File: src/rtl/mem_wb_stage.sv
// Memory-to-writeback stage: selects the writeback value, queues results in a small
// circular FIFO for the register-file write port, and forwards queued values.
module mem_wb_stage #(
  parameter int unsigned DATA_W = 32,
  parameter int unsigned BYTE_W = 8,
  parameter int unsigned RG_W   = 4,
  parameter int unsigned DEPTH  = 2
) (
  input  logic                       clk,
  input  logic                       rst_n,
  input  logic                       in_valid,
  output logic                       in_ready,
  input  logic [DATA_W-1:0]          Do,
  input  logic [BYTE_W-1:0]          Dob,
  input  logic [DATA_W-1:0]          ALU_Result,
  input  logic [RG_W-1:0]            Rg,
  input  logic [1:0]                 wb_sel,
  input  logic                       flush,
  output logic                       wb_valid,
  input  logic                       wb_ready,
  output logic [RG_W-1:0]            wb_rg,
  output logic [DATA_W-1:0]          wb_data,
  input  logic [RG_W-1:0]            fwd_rg_q,
  output logic                       fwd_hit,
  output logic [DATA_W-1:0]          fwd_data,
  output logic [$clog2(DEPTH):0]     count
);

  localparam int unsigned PTR_W = $clog2(DEPTH);
  localparam int unsigned CNT_W = PTR_W + 1;

  typedef enum logic [1:0] {
    SEL_ALU  = 2'd0,
    SEL_WORD = 2'd1,
    SEL_BYTE = 2'd2,
    SEL_NONE = 2'd3
  } wb_sel_e;

  logic [DATA_W-1:0] r_data [DEPTH];
  logic [RG_W-1:0]   r_rg   [DEPTH];
  logic [PTR_W-1:0]  r_wr_ptr;
  logic [PTR_W-1:0]  r_rd_ptr;
  logic [CNT_W-1:0]  r_count;

  wb_sel_e           w_sel;
  logic              w_push;
  logic              w_pop;
  logic [DATA_W-1:0] w_entry_data;

  assign w_sel    = wb_sel_e'(wb_sel);
  assign in_ready = (r_count != CNT_W'(DEPTH));
  assign wb_valid = (r_count != '0);
  assign w_push   = in_valid & in_ready & (w_sel != SEL_NONE);
  assign w_pop    = wb_valid & wb_ready;
  assign count    = r_count;

  always_comb begin
    w_entry_data = ALU_Result;
    case (w_sel)
      SEL_WORD: w_entry_data = Do;
      SEL_BYTE: w_entry_data = {{(DATA_W-BYTE_W){1'b0}}, Dob};
      default:  w_entry_data = ALU_Result;
    endcase
  end

  always_ff @(posedge clk or negedge rst_n) begin
    if (!rst_n) begin
      r_wr_ptr <= '0;
      r_rd_ptr <= '0;
      r_count  <= '0;
    end else if (flush) begin
      r_wr_ptr <= '0;
      r_rd_ptr <= '0;
      r_count  <= '0;
    end else begin
      if (w_push) r_wr_ptr <= r_wr_ptr + 1'b1;
      if (w_pop)  r_rd_ptr <= r_rd_ptr + 1'b1;
      case ({w_push, w_pop})
        2'b10:   r_count <= r_count + 1'b1;
        2'b01:   r_count <= r_count - 1'b1;
        default: r_count <= r_count;
      endcase
    end
  end

  // Entry storage is left unreset; only count/pointers define which slots are live.
  always_ff @(posedge clk) begin
    if (w_push && !flush) begin
      r_data[r_wr_ptr] <= w_entry_data;
      r_rg[r_wr_ptr]   <= Rg;
    end
  end

  assign wb_rg   = wb_valid ? r_rg[r_rd_ptr]   : '0;
  assign wb_data = wb_valid ? r_data[r_rd_ptr] : '0;

  // Walk oldest to youngest so the last match (youngest) wins.
  always_comb begin
    fwd_hit  = 1'b0;
    fwd_data = '0;
    for (int unsigned i = 0; i < DEPTH; i++) begin
      if ((CNT_W'(i) < r_count) && (r_rg[r_rd_ptr + PTR_W'(i)] == fwd_rg_q)) begin
        fwd_hit  = 1'b1;
        fwd_data = r_data[r_rd_ptr + PTR_W'(i)];
      end
    end
  end

endmodule

File: config.mk
export PLATFORM = sky130hd
export DESIGN_NAME = mem_wb_stage
export DESIGN_NICKNAME = d
export VERILOG_FILES = /design/src/rtl/mem_wb_stage.sv
export SDC_FILE = /design/constraint.sdc
export NUM_CORES = 1
export LEC_CHECK = 0
export CAP_MARGIN = 20
export CORE_ASPECT_RATIO = 1.25
export CORE_MARGIN = 1.5
export CORE_UTILIZATION = 46
export CTS_BUF_LIST = sky130_fd_sc_hd__clkbuf_8 sky130_fd_sc_hd__clkbuf_16
export DETAILED_ROUTE_END_ITERATION = 8
export GPL_TIMING_DRIVEN = 1
export PLACE_DENSITY = 0.81
export SLEW_MARGIN = 40
export SYNTH_ARGS = -nofsm -noshare
export SYNTH_HDL_FRONTEND = slang
export SYNTH_SLANG_ARGS = --single-unit
File: constraint.sdc
create_clock -name clk -period 5.6 [get_ports clk]
set_input_delay 0.84 -clock clk [delete_from_list [all_inputs] [get_ports clk]]
set_output_delay 0.84 -clock clk [all_outputs]
set_load 0.02 [all_outputs]
* After elaboration in Yosys (flattened, before gate mapping)
Memories as Yosys holds them, arrays and structs flattened.
Index checks and enable logic that the tools add are counted.
** Word-level totals
- Logic and storage cells :: 45
- Bits in writable memories :: 72
- Memories kept :: 2
- Bits of input ports :: 87
- Output and inout bits :: 73
- Register bits after elaboration :: 4
** Operators by class
- Reductions and logical operators :: 8
- Order comparisons :: 2
- Equal/unequal tests :: 8
- Bitwise operators :: 3
- $add $sub $neg :: 4
- Multiplexer cells :: 15
** Memories
- r_data :: depth 2, bits a word 32, read ports 2, clocked after Yosys merged registers in 0, write ports 1, RTL line 39 : logic [DATA_W-1:0] r_data [DEPTH];
- r_rg :: depth 2, bits a word 4, read ports 2, clocked after Yosys merged registers in 0, write ports 1, RTL line 40 : logic [RG_W-1:0] r_rg [DEPTH];
** Operators by type and width (number)
- $mux W32 :: 3
- $pmux W32 S2 :: 1
- $eq A4 B4 Y1 :: 2
- $mux W1 :: 8
- $reduce_bool A2 Y1 :: 3
- $eq A2 B1 Y1 const B :: 2
- $eq A2 B2 Y1 const B :: 2
- $lt A1 B2 Y1 const A :: 2
- $mux W4 :: 1
- $ne A2 B2 Y1 const B :: 2
- $pmux W2 S2 :: 1
- $and A1 B1 Y1 :: 3
- $logic_and A1 B1 Y1 :: 3
- $reduce_bool A3 Y1 :: 1
- $add A1 B1 Y1 const B :: 2
- $add A2 B1 Y2 const B :: 1
- $mux W2 :: 1
- $sub A2 B1 Y2 const B :: 1
- $logic_not A1 Y1 :: 1

* Logic depth before layout (Yosys ltp)
Gate-level depths: netlist of run 1.
- Depth after elaboration :: 6
- Gate-level depth with buffers :: 9
- Gate-level depth less buffers :: 7

* Worst setup path after synthesis of run 1
No wires, ideal clock.
- Path type :: input-to-reg
- Start :: input wb_sel[0]
- End :: memory r_data[1][0], enable pin
- Path buffers :: 1
- Data arrival time :: 4.356 ns
- Path slack :: 0.762 ns
- Required time :: 5.118 ns
- Setup time :: 0.482 ns
- Stages :: 4
- Cells stage by stage :: ha_1 > or3b_2 > clkbuf_1 > nor3b_1
** On the way
- Longest elaborated chain between the ends :: 5
** Ends and longest elaborated chain
- start: declaration :: RTL line 17 : input logic [1:0] wb_sel,
- $ne A2 B2 Y1 :: RTL line 53 : assign w_push = in_valid & in_ready & (w_sel != SEL_NONE);
- $and A1 B1 Y1 :: RTL line 53
- $logic_and A1 B1 Y1 :: RTL line 88 : if (w_push && !flush) begin
- $mux W1 :: RTL line 88
- $mux W1 (implied by the code) :: RTL line 89 : r_data[r_wr_ptr] <= w_entry_data;
- end: declaration :: RTL line 39
No other way between the ends.

* Worst setup path after layout of run 1
- Start :: input fwd_rg_q[1]
- End :: output fwd_data[12]
** On the way
- Longest elaborated chain between the ends :: 4
- Elaborated cells between the ends (all ways) :: 6
- Classes of those cells :: 2 x eq/ne; 2 x mux; 2 x reduce/logical
** Ends and longest elaborated chain
- start: declaration :: RTL line 23 : input logic [RG_W-1:0] fwd_rg_q,
- $eq A4 B4 Y1 :: RTL line 102 : if ((CNT_W'(i) < r_count) && (r_rg[r_rd_ptr + PTR_W'(i)] == fwd_rg_q)) begin
- $logic_and A1 B1 Y1 :: RTL line 102
- $mux W32 :: RTL line 102
- $mux W32 (*) :: RTL line 102
- end: declaration :: RTL line 25 : output logic [DATA_W-1:0] fwd_data,
Every way passes the cells marked *; elsewhere a longest branch is shown, timed or not.

==> results.ini, run 1 <==
[status]
run_status = completed

[placed_design]
hpwl_um = 8810
place_congestion = 0.799
place_area_um2 = 6220
portBuffers = 159

[timing]
grt_setup_unrepaired = no
finalCritPeriodShare = 0.840
fin_skew_ns = 0.00362
fmax_ghz = 0.213
tightest_slew_ns = 0.851
layout_min_cycle_time_ns = 4.70
hold_viol_final = 0
finalSetupViolations = 0
relSlewSlack = 0.433
tns_ns = 0
drv_slew = 0

[die]
dieArea_um2 = 10500
ioPinCount = 160
dieHeight_um = 114
initial_core_util = 0.473
core_region_area_um2 = 9660
rows = 40
die_w_um = 92.2

[clocking]
cts_buffer_depth = 2
cts-resized-gates = 0
cts.clk_slew.worst_paths_ns = 0.06
cts_tree = built
cts-root-buf = clkbuf_16
post-cts-setup-buffers = 0
cts_hold_buf = 0
clk_latency_ns = 0.33
cts.sinks = 76
cts_buffers = 9
htreeDepth = 3

[hold_path]
hp-class = flip-flop to flip-flop
hold_depth = 2

[worst_setup_path]
cp_max_fo = 26
end_kind = primary output
slowest_delay_ns = 0.64
reg2reg_slack_ns = 3.13
cpMostUsedCell = clkdlybuf4s50_1
start_kind = input port
arrival_ns = 3.86
critical-path-top-delay-family = buffers and inverters
rr_startpoint = count[1]
path_class = input port to primary output
required_ns = 4.76
crit_path_start = fwd_rg_q[1]
cp_slowest_cell = nand4_1
r2r_cells = 8
cp_cell_sequence = clkdlybuf4s50_1 -> or3b_1 -> mux2i_1 -> nand4_1 -> buf_4 -> nand3_1 -> a32oi_1 -> clkdlybuf4s50_1
crit_end = fwd_data[12]
crit_buf_inv = 3
path_depth = 8
timing.rr.end = count[0]

[layout]
n_antenna_cell = 0
num-nets-final = 680
final_area_um2 = 6500
drive_gt1_frac = 0.0525
areaGrowthSynthToFinish_pct = 42.2

[logic_synthesis]
synth.most_common_cell = edfxtp_1
yosysSeqAreaShare = 0.495
synthTopCellsByCount = edfxtp_1, nand3_1, mux2i_1, nand2_1, nor2_1
synth_edf_count = 72
synth_area_leaders = edfxtp_1, mux2i_1, nand3_1, a32oi_1, a22o_1
synthArstFlopShare = 0.0526
synth_cell_types = 33
yosysTopAreaCell = edfxtp_1
ys_seq_elements = 76
ys_dominant_reg_cell = edfxtp_1
netlist_area_um2 = 4570
synth_fp_nets = 545
synth_top_area_frac = 0.473
synthCells = 452
yosys_warnings = 0
avgSynthCellArea_um2 = 10.1

[detailed_routing]
dr.pass1.iters = 5
dr_total_vias = 4235
detail-route-antenna-nets = 0
wl_per_cell_um = 18.3
detail_route.vias_per_cell = 5.91
wl_um = 13100
drt-initial-drc-count = 285
drc_errors = 0

[pwr]
p_seq_frac = 0.279
p_sw_mw = 1.10
p_int_mw = 1.70
cellPowerDensity_nw_per_um2 = 432
ir_drop_mv = 0.202
leakagePower_nw = 2.10
p_sw_frac = 0.393
comb_power_share = 0.525
pwr-share-clk = 0.197

[job]
drv_cap = 0

[global_routing]
grt_usage = 0.247
met1_usage = 0.266
use_met3 = 0.0525
grt_max_degree = 65
antenna_found_initial = 0
grt_busiest_layer = met2
grt-ovfl-total = 0
grt_pass1_vias = 4152
use_met2 = 0.453
grt_pass1_wl_um = 20200

[logic make-up after synthesis]
logic type      Yosys count  share of synthesized area
compound gates          106                      0.166
xor+xnor                 10                     0.0192
fa+ha+maj                 6                     0.0164
buf+inv                  51                     0.0484
flops                    76                      0.495
mux                      42                     0.0920
simple gates            161                      0.163
[cell type report]
type,count,area [um2]
clock buffers,9,225
clock inverters,6,56.3
fillers,726,3160
inverters,6,22.5
multi-input cells,325,2110
flip-flops and latches,76,2270
well taps,126,158
repair buffers,169,1670
[metrics by stage]
step	worst slack (ns)	hold WS (ns)	std cells	util	total power, mW
floorplan	0.762	0.519	452	-	1.60
global placement	1.01	0.552	702	0.643	2.23
detailed placement	0.914	0.595	702	0.644	2.26
CTS	0.889	0.608	717	0.673	2.82
global route	0.716	0.637	717	0.673	2.93
finish	0.896	0.618	717	0.673	2.81
[routing by layer]
metal	routed length, um	vias up
li1	-	1977
met1	4850	2075
met2	7080	153
met3	735	30
met4	469	0
met5	0	-
[tightest hold or removal path, cell delays in order (launching register included)]
cell and delay [ns]:
dfrtp_1 0.40, xor2_1 0.08, nor2_1 0.09
[flip-flops by register name (all words and copies together) (netlist names)]
| name | count |
|---|---|
| r_wr_ptr | 1 |
| r_data | 64 |
| r_rd_ptr | 1 |
| r_rg | 8 |
| count | 2 |
[worst min path at each step]
stage	startpoint	endpoint
2_1_floorplan	r_wr_ptr	r_wr_ptr
3_3_place_gp	r_wr_ptr	r_wr_ptr
3_5_place_dp	r_wr_ptr	r_wr_ptr
4_1_cts	r_wr_ptr	r_wr_ptr
5_1_grt	r_wr_ptr	r_wr_ptr
6_report	r_wr_ptr	r_wr_ptr
[power groups by stage]
stage	clock network (mW)	registers (mW)	logic (mW)
after floorplan	0	0.734	0.870
after global placement	0	0.785	1.44
after CTS	0.558	0.781	1.48
after detailed placement	0	0.792	1.47
after global routing	0.583	0.791	1.55
final	0.552	0.782	1.47
[layout by cell type (no fill, tap or decap)]
master             n
clkdlybuf4s50_1  159
edfxtp_1          72
nand3_1           64
nand2_1           42
mux2i_1           42
nor2_1            41
a21oi_1           32
a32oi_1           31
a22o_1            23
buf_4             10
o21ai_0            9
clkbuf_16          9
a22oi_1            8
inv_1              6
ha_1               6
xor2_1             5
xnor2_1            5
clkinv_2           3
dfrtp_1            3
nor2b_1            2
nand3b_1           2
nor2b_4            1
and2_1             1
or3b_1             1
nand4_1            1
nor4_4             1
o211ai_1           1
and4_2             1
o21a_1             1
or3b_2             1
nor3b_2            1
nor3_2             1
or2_1              1
a211oi_1           1
clkinvlp_4         1
clkinv_1           1
bufinv_16          1
dfrtp_4            1
Power figures use the tool's default switching activity.
==> inputs of run 2 (changes only) <==
==> constraint.sdc (replaced) <==
create_clock -name clk -period 4.4 [get_ports clk]
set_input_delay 0.66 -clock clk [delete_from_list [all_inputs] [get_ports clk]]
set_output_delay 0.66 -clock clk [all_outputs]
set_load 0.02 [all_outputs]
==> run 2 against run 1 <==
Die area unchanged. Wire length is 2.3% lower. Clock power is 28% higher. Critical endpoint is now fwd_data[15]. Power is 28% higher. Highest routed layer unchanged. Non-clock buffer count fell by 1. Critical path depth decreased by 1. Largest cell class unchanged. Combinational power up 30%. Final area is 0.69% higher. Global-route usage down 0.22 points. Setup slack lost 0.48 ns.
==> results.ini, run 2 (synthesized netlist as in run 1, its figures left out) <==
[status]
run_status = completed  ; unchanged

[timing]
fmax_ghz = 0.251
relSlewSlack = 0.501  ; was 0.433
fin_skew_ns = 0.00387  ; was 0.00362 ns
finalSetupViolations = 0  ; unchanged
finalCritPeriodShare = 0.906
layout_min_cycle_time_ns = 3.99
drv_slew = 0  ; unchanged
grt_setup_unrepaired = no  ; unchanged
tns_ns = 0  ; unchanged
tightest_slew_ns = 0.748  ; was 0.851 ns
hold_viol_final = 0  ; unchanged

[worst_setup_path]
cp_max_fo = 64  ; was 26
required_ns = 3.74  ; was 4.76 ns
start_kind = flip-flop  ; was input port
arrival_ns = 3.33  ; was 3.86 ns
path_class = flip-flop to primary output  ; was input port to primary output
end_kind = primary output  ; unchanged

[clocking]
cts.clk_slew.worst_paths_ns = 0.06  ; about the same
cts_tree = built  ; unchanged
clk_latency_ns = 0.33  ; about the same
htreeDepth = 3  ; unchanged
cts_buffers = 9  ; unchanged
cts-root-buf = clkbuf_16  ; unchanged
post-cts-setup-buffers = 0  ; unchanged
cts.sinks = 76  ; unchanged
cts-resized-gates = 0  ; unchanged
cts_hold_buf = 0  ; unchanged
cts_buffer_depth = 2  ; unchanged

[die]
dieHeight_um = 114  ; unchanged
die_w_um = 92.2  ; unchanged
initial_core_util = 0.473  ; unchanged
dieArea_um2 = 10500  ; unchanged
ioPinCount = 160  ; unchanged
rows = 40  ; unchanged
core_region_area_um2 = 9660  ; unchanged

[global_routing]
grt_pass1_vias = 4115  ; was 4152
met1_usage = 0.283  ; was 0.266
grt_busiest_layer = met2  ; unchanged
antenna_found_initial = 0  ; unchanged
grt-ovfl-total = 0  ; unchanged
grt_pass1_wl_um = 20200  ; about the same
use_met2 = 0.440  ; was 0.453
grt_usage = 0.244  ; was 0.247
grt_max_degree = 66  ; was 65
use_met3 = 0.0325  ; was 0.0525

[layout]
drive_gt1_frac = 0.0491  ; was 0.0525
top_register = r_data  ; unchanged
areaGrowthSynthToFinish_pct = 43.2  ; was 42.2%
largest_reg_flops = 64  ; unchanged
num-nets-final = 679  ; was 680
final_area_um2 = 6550  ; was 6500 um2
final_cell_count_no_fill = 717  ; unchanged
final_common_cell = clkdlybuf4s50_1  ; unchanged
final_cell_mix = clkdlybuf4s50_1, edfxtp_1, nand3_1  ; unchanged
n_antenna_cell = 0  ; unchanged
n_fill_cell = 712  ; was 726
final_util = 0.678  ; was 0.673

[pwr]
leakagePower_nw = 2.11  ; was 2.10 nW
p_seq_frac = 0.273  ; was 0.279
power_mw = 3.59  ; was 2.81 mW
pwr-share-clk = 0.196  ; was 0.197
p_int_mw = 2.18  ; was 1.70 mW
p_sw_mw = 1.41  ; was 1.10 mW
comb_power_share = 0.531  ; was 0.525
cellPowerDensity_nw_per_um2 = 549  ; was 432 nW/um2
ir_drop_mv = 0.331  ; was 0.202 mV
p_sw_frac = 0.393  ; about the same

[placed_design]
portBuffers = 159  ; unchanged
place_congestion = 0.827  ; was 0.799
place_inst = 701  ; was 702
place_area_um2 = 6260  ; was 6220 um2
hpwl_um = 8530  ; was 8810 um

[detailed_routing]
detail_route.vias_per_cell = 5.90  ; was 5.91
detail-route-antenna-nets = 0  ; unchanged
dr.pass1.iters = 5  ; unchanged
wl_per_cell_um = 17.9  ; was 18.3 um
drt-initial-drc-count = 346  ; was 285
wl_um = 12800  ; was 13100 um
dr_total_vias = 4230  ; was 4235
drc_errors = 0  ; unchanged

[job]
drv_cap = 0  ; unchanged

[hold_path]
hp-class = input port to asynchronous set/reset pin  ; was flip-flop to flip-flop

==> run 2: changes by cell type in the layout (fill, tap and decap cells not counted), sizes merged <==
cell	change
inv	+1
buf	-1
==> run 2: layer usage <==
| layer | vias up | wire (um) |
|---|---|---|
| met5 | - | 0 |
| li1 | 1986 | - |
| met1 | 2041 | 4940 |
| met4 | 0 | 457 |
| met3 | 33 | 683 |
| met2 | 170 | 6740 |
==> run 2: metrics by stage <==
| step | hold WS [ns] | setup WS (ns) |
|---|---|---|
| floorplan | 0.364 | 1.01 |
| global placement | 0.602 | 0.559 |
| detailed placement | 0.627 | 0.452 |
| CTS | 0.530 | 0.385 |
| global route | 0.541 | 0.170 |
| finish | 0.528 | 0.412 |
==> run 2: final cells by class <==
cell class | count | area [um2] | share of cell area
multi-input combinational | 325 | 2120 | 0.324
clock inverter | 7 | 58.8 | 0.00898
clock buffer | 9 | 225 | 0.0344
inverter | 6 | 22.5 | 0.00344
timing repair buffer | 168 | 1700 | 0.259
sequential | 76 | 2270 | 0.346
tap | 126 | 158 | 0.0241
==> run 2: power groups by stage <==
stage / clock (mW) / combinational [mW] / sequential [mW]
3_3_place_gp: 0 / 1.87 / 0.985
2_1_floorplan: 0 / 1.11 / 0.932
3_5_place_dp: 0 / 1.90 / 0.995
5_1_grt: 0.753 / 2.02 / 0.993
4_1_cts: 0.713 / 1.91 / 0.980
6_report: 0.706 / 1.91 / 0.981
==> run 2: worst paths after layout <==
path | from | end | slack, ns | cells after the start
hold / removal | rst_n | count[0] | 0.53 | 1
hold reg to reg | r_wr_ptr | r_wr_ptr | 0.64 | 2
min in group clk | r_wr_ptr | r_wr_ptr | 0.64 | 2
setup reg to reg | count[0] | r_data[1][19] | 2.07 | 5
setup / recovery | r_rd_ptr | fwd_data[15] | 0.41 | 7
max in group asynchronous | rst_n | r_rd_ptr | 3.69 | 1
==> run 2: critical path: stages (launching register included) <==
cell and delay, ns:
dfrtp_4 0.80, mux2i_1 0.33, xnor2_1 0.14, nor4_4 0.34
buf_12 0.32, nand3_1 0.12, a32oi_1 0.23, clkdlybuf4s50_1 0.68
==> inputs of run 3 (changes only) <==
--- a/config.mk
+++ b/config.mk
@@ -8,11 +8,12 @@
 export CAP_MARGIN = 20
 export CORE_ASPECT_RATIO = 1.25
 export CORE_MARGIN = 1.5
-export CORE_UTILIZATION = 46
+export CORE_UTILIZATION = 56
 export CTS_BUF_LIST = sky130_fd_sc_hd__clkbuf_8 sky130_fd_sc_hd__clkbuf_16
 export DETAILED_ROUTE_END_ITERATION = 8
+export DONT_BUFFER_PORTS = 1
 export GPL_TIMING_DRIVEN = 1
-export PLACE_DENSITY = 0.81
+export PLACE_DENSITY = 0.71
 export SLEW_MARGIN = 40
 export SYNTH_ARGS = -nofsm -noshare
 export SYNTH_HDL_FRONTEND = slang
==> run 3 against run 2 <==
Register-to-register slack lost 0.22 ns. Critical path depth is 1 lower. Sequential share of layout area up 12 points. Flip-flop and latch count stayed put. Non-clock buffer count fell by 155. Clock skew shrank 0.00095 ns. Count of clock-buffer cells in the layout unchanged. Final cell count fell by 26%. Clock power fell by 14%.
==> results.ini, run 3 (synthesized netlist as in run 1, its figures left out) <==
[layout]
largest_reg_flops = 64  ; unchanged
top_register = r_data  ; unchanged
areaGrowthSynthToFinish_pct = 6.38  ; was 43.2%
n_antenna_cell = 0  ; unchanged
final_common_cell = edfxtp_1  ; was clkdlybuf4s50_1
final_cell_mix = edfxtp_1, nand3_1, nand2_1, mux2i_1, nor2_1  ; was clkdlybuf4s50_1, edfxtp_1, nand3_1
num-nets-final = 524  ; was 679
drive_gt1_frac = 0.0757  ; was 0.0491

[worst_setup_path]
path_class = flip-flop to primary output  ; unchanged
cp_slowest_cell = dfrtp_4  ; unchanged
cp_max_fo = 64  ; unchanged
cp_cell_sequence = mux2i_1 -> xnor2_1 -> nor4_4 -> buf_4 -> nand3_1 -> a32oi_1  ; was mux2i_1 -> xnor2_1 -> nor4_4 -> buf_12 -> nand3_1 -> a32oi_1 -> clkdlybuf4s50_1
start_kind = flip-flop  ; unchanged
timing.rr.end = r_data[0][16]  ; was r_data[1][19]
r2r_cells = 5  ; unchanged
reg2reg_slack_ns = 1.85  ; was 2.07 ns
required_ns = 3.74  ; about the same
arrival_ns = 3.31  ; was 3.33 ns
end_kind = primary output  ; unchanged
slowest_delay_ns = 0.88  ; was 0.80 ns
rr_startpoint = count[0]  ; unchanged

[placed_design]
hpwl_um = 6890  ; was 8530 um
place_congestion = 0.785  ; was 0.827
portBuffers = 0  ; was 159

[global_routing]
grt-ovfl-total = 0  ; unchanged
grt_usage = 0.236  ; was 0.244
grt_pass1_wl_um = 16300  ; was 20200 um
grt_pass1_vias = 3289  ; was 4115
grt_max_degree = 66  ; unchanged
antenna_found_initial = 0  ; unchanged

[clocking]
clk_latency_ns = 0.33  ; about the same
cts-resized-gates = 0  ; unchanged
cts.clk_slew.worst_paths_ns = 0.07  ; was 0.06 ns
cts_buffers = 9  ; unchanged
htreeDepth = 3  ; unchanged
cts_buffer_depth = 2  ; unchanged
cts-root-buf = clkbuf_8  ; was clkbuf_16
cts_tree = built  ; unchanged
cts.sinks = 76  ; unchanged

[detailed_routing]
detail-route-antenna-nets = 0  ; unchanged
detail_route.vias_per_cell = 6.68  ; was 5.90
wl_um = 10500  ; was 12800 um
drc_errors = 0  ; unchanged
dr_total_vias = 3545  ; was 4230
dr.pass1.iters = 5  ; unchanged
wl_per_cell_um = 19.8  ; was 17.9 um
drt-initial-drc-count = 265  ; was 346

[timing]
grt_setup_unrepaired = no  ; unchanged
hold_viol_final = 0  ; unchanged
layout_min_cycle_time_ns = 3.97  ; was 3.99 ns
fin_skew_ns = 0.00292  ; was 0.00387 ns
finalSetupViolations = 0  ; unchanged
hold_ws_ns = 0.382  ; was 0.528 ns
fmax_ghz = 0.252  ; was 0.251 GHz
drv_slew = 0  ; unchanged
tns_ns = 0  ; unchanged
tightest_slew_ns = 0.701  ; was 0.748 ns
finalCritPeriodShare = 0.903  ; was 0.906
relSlewSlack = 0.532  ; was 0.501

[pwr]
leakagePower_nw = 1.51  ; was 2.11 nW
cellPowerDensity_nw_per_um2 = 583  ; was 549 nW/um2
ir_drop_mv = 0.379  ; was 0.331 mV

[die]
initial_core_util = 0.583  ; was 0.473
core_region_area_um2 = 7840  ; was 9660 um2
die_w_um = 83.8  ; was 92.2 um
dieHeight_um = 104  ; was 114 um
ioPinCount = 160  ; unchanged
dieArea_um2 = 8720  ; was 10500 um2
rows = 36  ; was 40

[status]
run_status = completed  ; unchanged

[hold_path]
hp-class = input port to flip-flop  ; was input port to asynchronous set/reset pin
hold_end = count[0]
hold_start = flush
hold_depth = 1

[job]
drv_cap = 0  ; unchanged

run 3: cell count changes in the layout (fill, tap and decap cells not counted), sizes merged:
cell / delta
dlygate4sd3: +1
clkinvlp: -1
bufinv: +2
clkdlybuf4s50: -159
buf: +3
clkinv: -1
run 3: critical path, delay by kind of cell, from the launching register on:
kind / cells / cell delay [ns]
muxes: 1 / 0.33
buffers and inverters: 1 / 0.57
xor gates and xnor gates: 1 / 0.14
AOI/OAI and AO/OA: 1 / 0.59
and+or+nand+nor: 2 / 0.45
DFF: 1 / 0.88
run 3: metal layers:
| metal | share of wire | vias up | GRT usage |
|---|---|---|---|
| li1 | - | 1667 | - |
| met1 | 0.40 | 1723 | 0.294 |
| met2 | 0.50 | 139 | 0.395 |
| met3 | 0.073 | 16 | 0.0619 |
| met4 | 0.025 | 0 | 0.0913 |
| met5 | 0 | - | 0 |
run 3: worst max path at each step:
stage | to | startpoint | cells after the start
final | fwd_data[16] | r_rd_ptr | 6
after global routing | fwd_data[16] | r_rd_ptr | 6
after CTS | fwd_data[16] | count[1] | 8
after detailed placement | fwd_data[16] | count[1] | 8
after global placement | fwd_data[23] | r_rd_ptr | 6
after floorplan | r_data[1][0] | wb_sel[0] | 4
run 3: final cells by class:
type                            count  area, um2
Clock buffer                        9        124
Clock inverter                      7        106
Fill cell                         656       2970
Inverter                            6       22.5
Multi-Input combinational cell    325       2120
Sequential cell                    76       2270
Tap cell                           95        119
Timing Repair Buffer               13        104
run 3: power by group:
group          leakage (nW)  internal (mW)  total [mW]  switching, mW
Combinational         0.670          0.344        1.23          0.884
Clock                 0.119          0.370       0.608          0.238
Sequential            0.716          0.875        1.00          0.126
Total                  1.51           1.59        2.84           1.25
run 3: what timing repair did:
item | in CTS | in global routing
hold buffers | 1 | 0
hold endpoints to repair | 4 | 0
buffers inserted | 0 | 0
run 3: per-stage QoR:
stage	worst slack (ns)	util	total power, mW	std cells	cell area, um2
2_1_floorplan	1.01	-	2.04	452	4580
3_3_place_gp	0.890	0.587	2.21	513	4600
3_5_place_dp	0.730	0.590	2.25	514	4620
4_1_cts	0.353	0.620	2.85	531	4860
5_1_grt	0.205	0.621	2.98	531	4860
6_report	0.426	0.621	2.84	531	4860
==> patch: new RTL, settings of run 2 <==
Change the parameter `BYTE_W` from 8 to 7.
--- a/src/rtl/mem_wb_stage.sv
+++ b/src/rtl/mem_wb_stage.sv
@@ -4,3 +4,3 @@
   parameter int unsigned DATA_W = 32,
-  parameter int unsigned BYTE_W = 8,
+  parameter int unsigned BYTE_W = 7,
   parameter int unsigned RG_W   = 4,
Ports: changed (resized Dob); port bits go from 160 to 159. No check against the original RTL was run, so the function may have changed too.
==> patch against run 2 <==
Synthesized area is 0.25% lower; wire length is 1.0% lower; sequential cell count stayed put; sequential power is 0.8% higher; combinational power is 2% lower; design area hardly changed; setup slack worse by 150 ps; total power is 0.52% lower; critical path type unchanged; largest cell class unchanged; largest power group unchanged.
==> patch: results (changes against run 2) <==
run status - finished clean (unchanged)
GPL Wtd Cong - 0.838 (was 0.827)
DR pass1 iterations - 5 (unchanged)
Critical R2R Launch - count[0] (unchanged)
reg2reg end - r_data[1][23] (was r_data[1][19])
Comb group - 1.87 mW (was 1.91 mW)
crit path to - fwd_data[18] (was fwd_data[15])
Setup Slack @ Placement - 418 ps (was 452 ps)
Vias/cell - 5.88 (was 5.90)
Ant. Diodes - 0 (unchanged)
CP max-delay cell - dfrtp_4 (unchanged)
Synth Area in Adders - 1.65% (was 1.64%)
initial DRC count - 287 (was 346)
CP delay by family, top - buffers and inverters (unchanged)
largest net degree at the start of global routing - 66 (unchanged)
syn_area_per_cell - 10.2 µm² (was 10.1 µm²)
Nets - 676 (was 679)
Least-Margin Pin Slew - 667 ps (was 748 ps)
post-synth cell types - 34 (was 33)
Pleak - 2.11 nW (about the same)
CP bufs+invs - 2 (unchanged)
share of cells above drive strength 1 - 5.43% (was 4.91%)
# setup viols final - 0 (unchanged)
Hold WS - 535 ps (was 528 ps)
P_sw - 1.40 mW (was 1.41 mW)
vias in the first global route - 4,162 (was 4,115)
Commonest cells post-synth - 72 x edfxtp_1, 64 x nand3_1, 42 x mux2i_1, 41 x nand2_1, 41 x nor2_1 (was 72 x edfxtp_1, 64 x nand3_1, 42 x mux2i_1, 42 x nand2_1, 41 x nor2_1)
top cells by area, synth - edfxtp_1 47%, mux2i_1 9.2%, nand3_1 7.0% (unchanged)
placed wire-length estimate - 8.66 mm (was 8.53 mm)
Finished Layout Cells - 715 (was 717)
clk_skew - 5.99 ps (was 3.87 ps)
worst min-delay path class - in -> async (unchanged)
CTS Buffer Depth - 2 (unchanged)
Ys Warns - 0 (unchanged)
routed len/inst - 17.7 µm (was 17.9 µm)
Placed Instances - 699 (was 701)
Critical Path Source - r_rd_ptr (unchanged)
Clock Power - 711 µW (was 706 µW)
Worst IR Drop VDD - 0.000289 V (was 0.000331 V)
number of port buffers - 158 (was 159)
clock network power share - 19.9% (was 19.6%)
Synthesized Nets - 541 (was 545)
clock slew at reported path FFs - 60 ps (about the same)
filler cell count - 744 (was 712)
PnR worst setup slack - 262 ps (was 412 ps)
R2R setup slack - 2170 ps (was 2070 ps)
CP max FO - 64 (unchanged)
post-synthesis compound-gate area fraction - 16.6% (about the same)
post-synthesis mux area share - 9.22% (was 9.20%)
xor/xnor cell area share of the yosys netlist - 1.92% (about the same)
first-pass GRT wire length - 19.9 mm (was 20.2 mm)
Crit path largest cell delay - 840 ps (was 800 ps)
clock root buffer - clkbuf_16 (unchanged)
sequential fraction of the synthesis area - 49.6% (was 49.5%)
Area after DPL - 6250 µm² (was 6260 µm²)
# H-tree levels - 3 (unchanged)
global-route usage over all layers - 24.2% (was 24.4%)
Post-synth EDFFs - 72 (unchanged)
Clk Latency, worst-skew pair - 320 ps
[patch: cell count changes after synthesis]
cell / change
clkbuf_1: -2
a22o_1: +1
a22oi_1: -1
buf_1: +1
nand2_1: -1
o21ai_0: -1
[patch: final cells by class]
cell class,count,area (µm²),share of cell area [%]
multi-input combinational,323,2110,32.3
sequential,76,2270,34.6
clock buffer,9,225,3.44
tap,126,158,2.41
clock inverter,7,67.6,1.03
timing repair buffer,168,1690,25.9
inverter,6,22.5,0.344
[patch: routing by layer]
layer  part of all wire (%)  vias up  track usage [%]
li1                       -     1970                -
met1                     38     2022             27.3
met4                    2.7        0             9.74
met2                     54      180             45.2
met5                      0        -                0
met3                    5.1       33             3.65
[patch: cells by family after synthesis]
family | after synthesis
XOR/XNOR | 10
AO/OA/AOI/OAI | 105
multiplexers | 42
buffers and inverters | 50
AND/OR/NAND/NOR | 160
flip-flops | 76
adder cells (fa/ha/maj) | 6
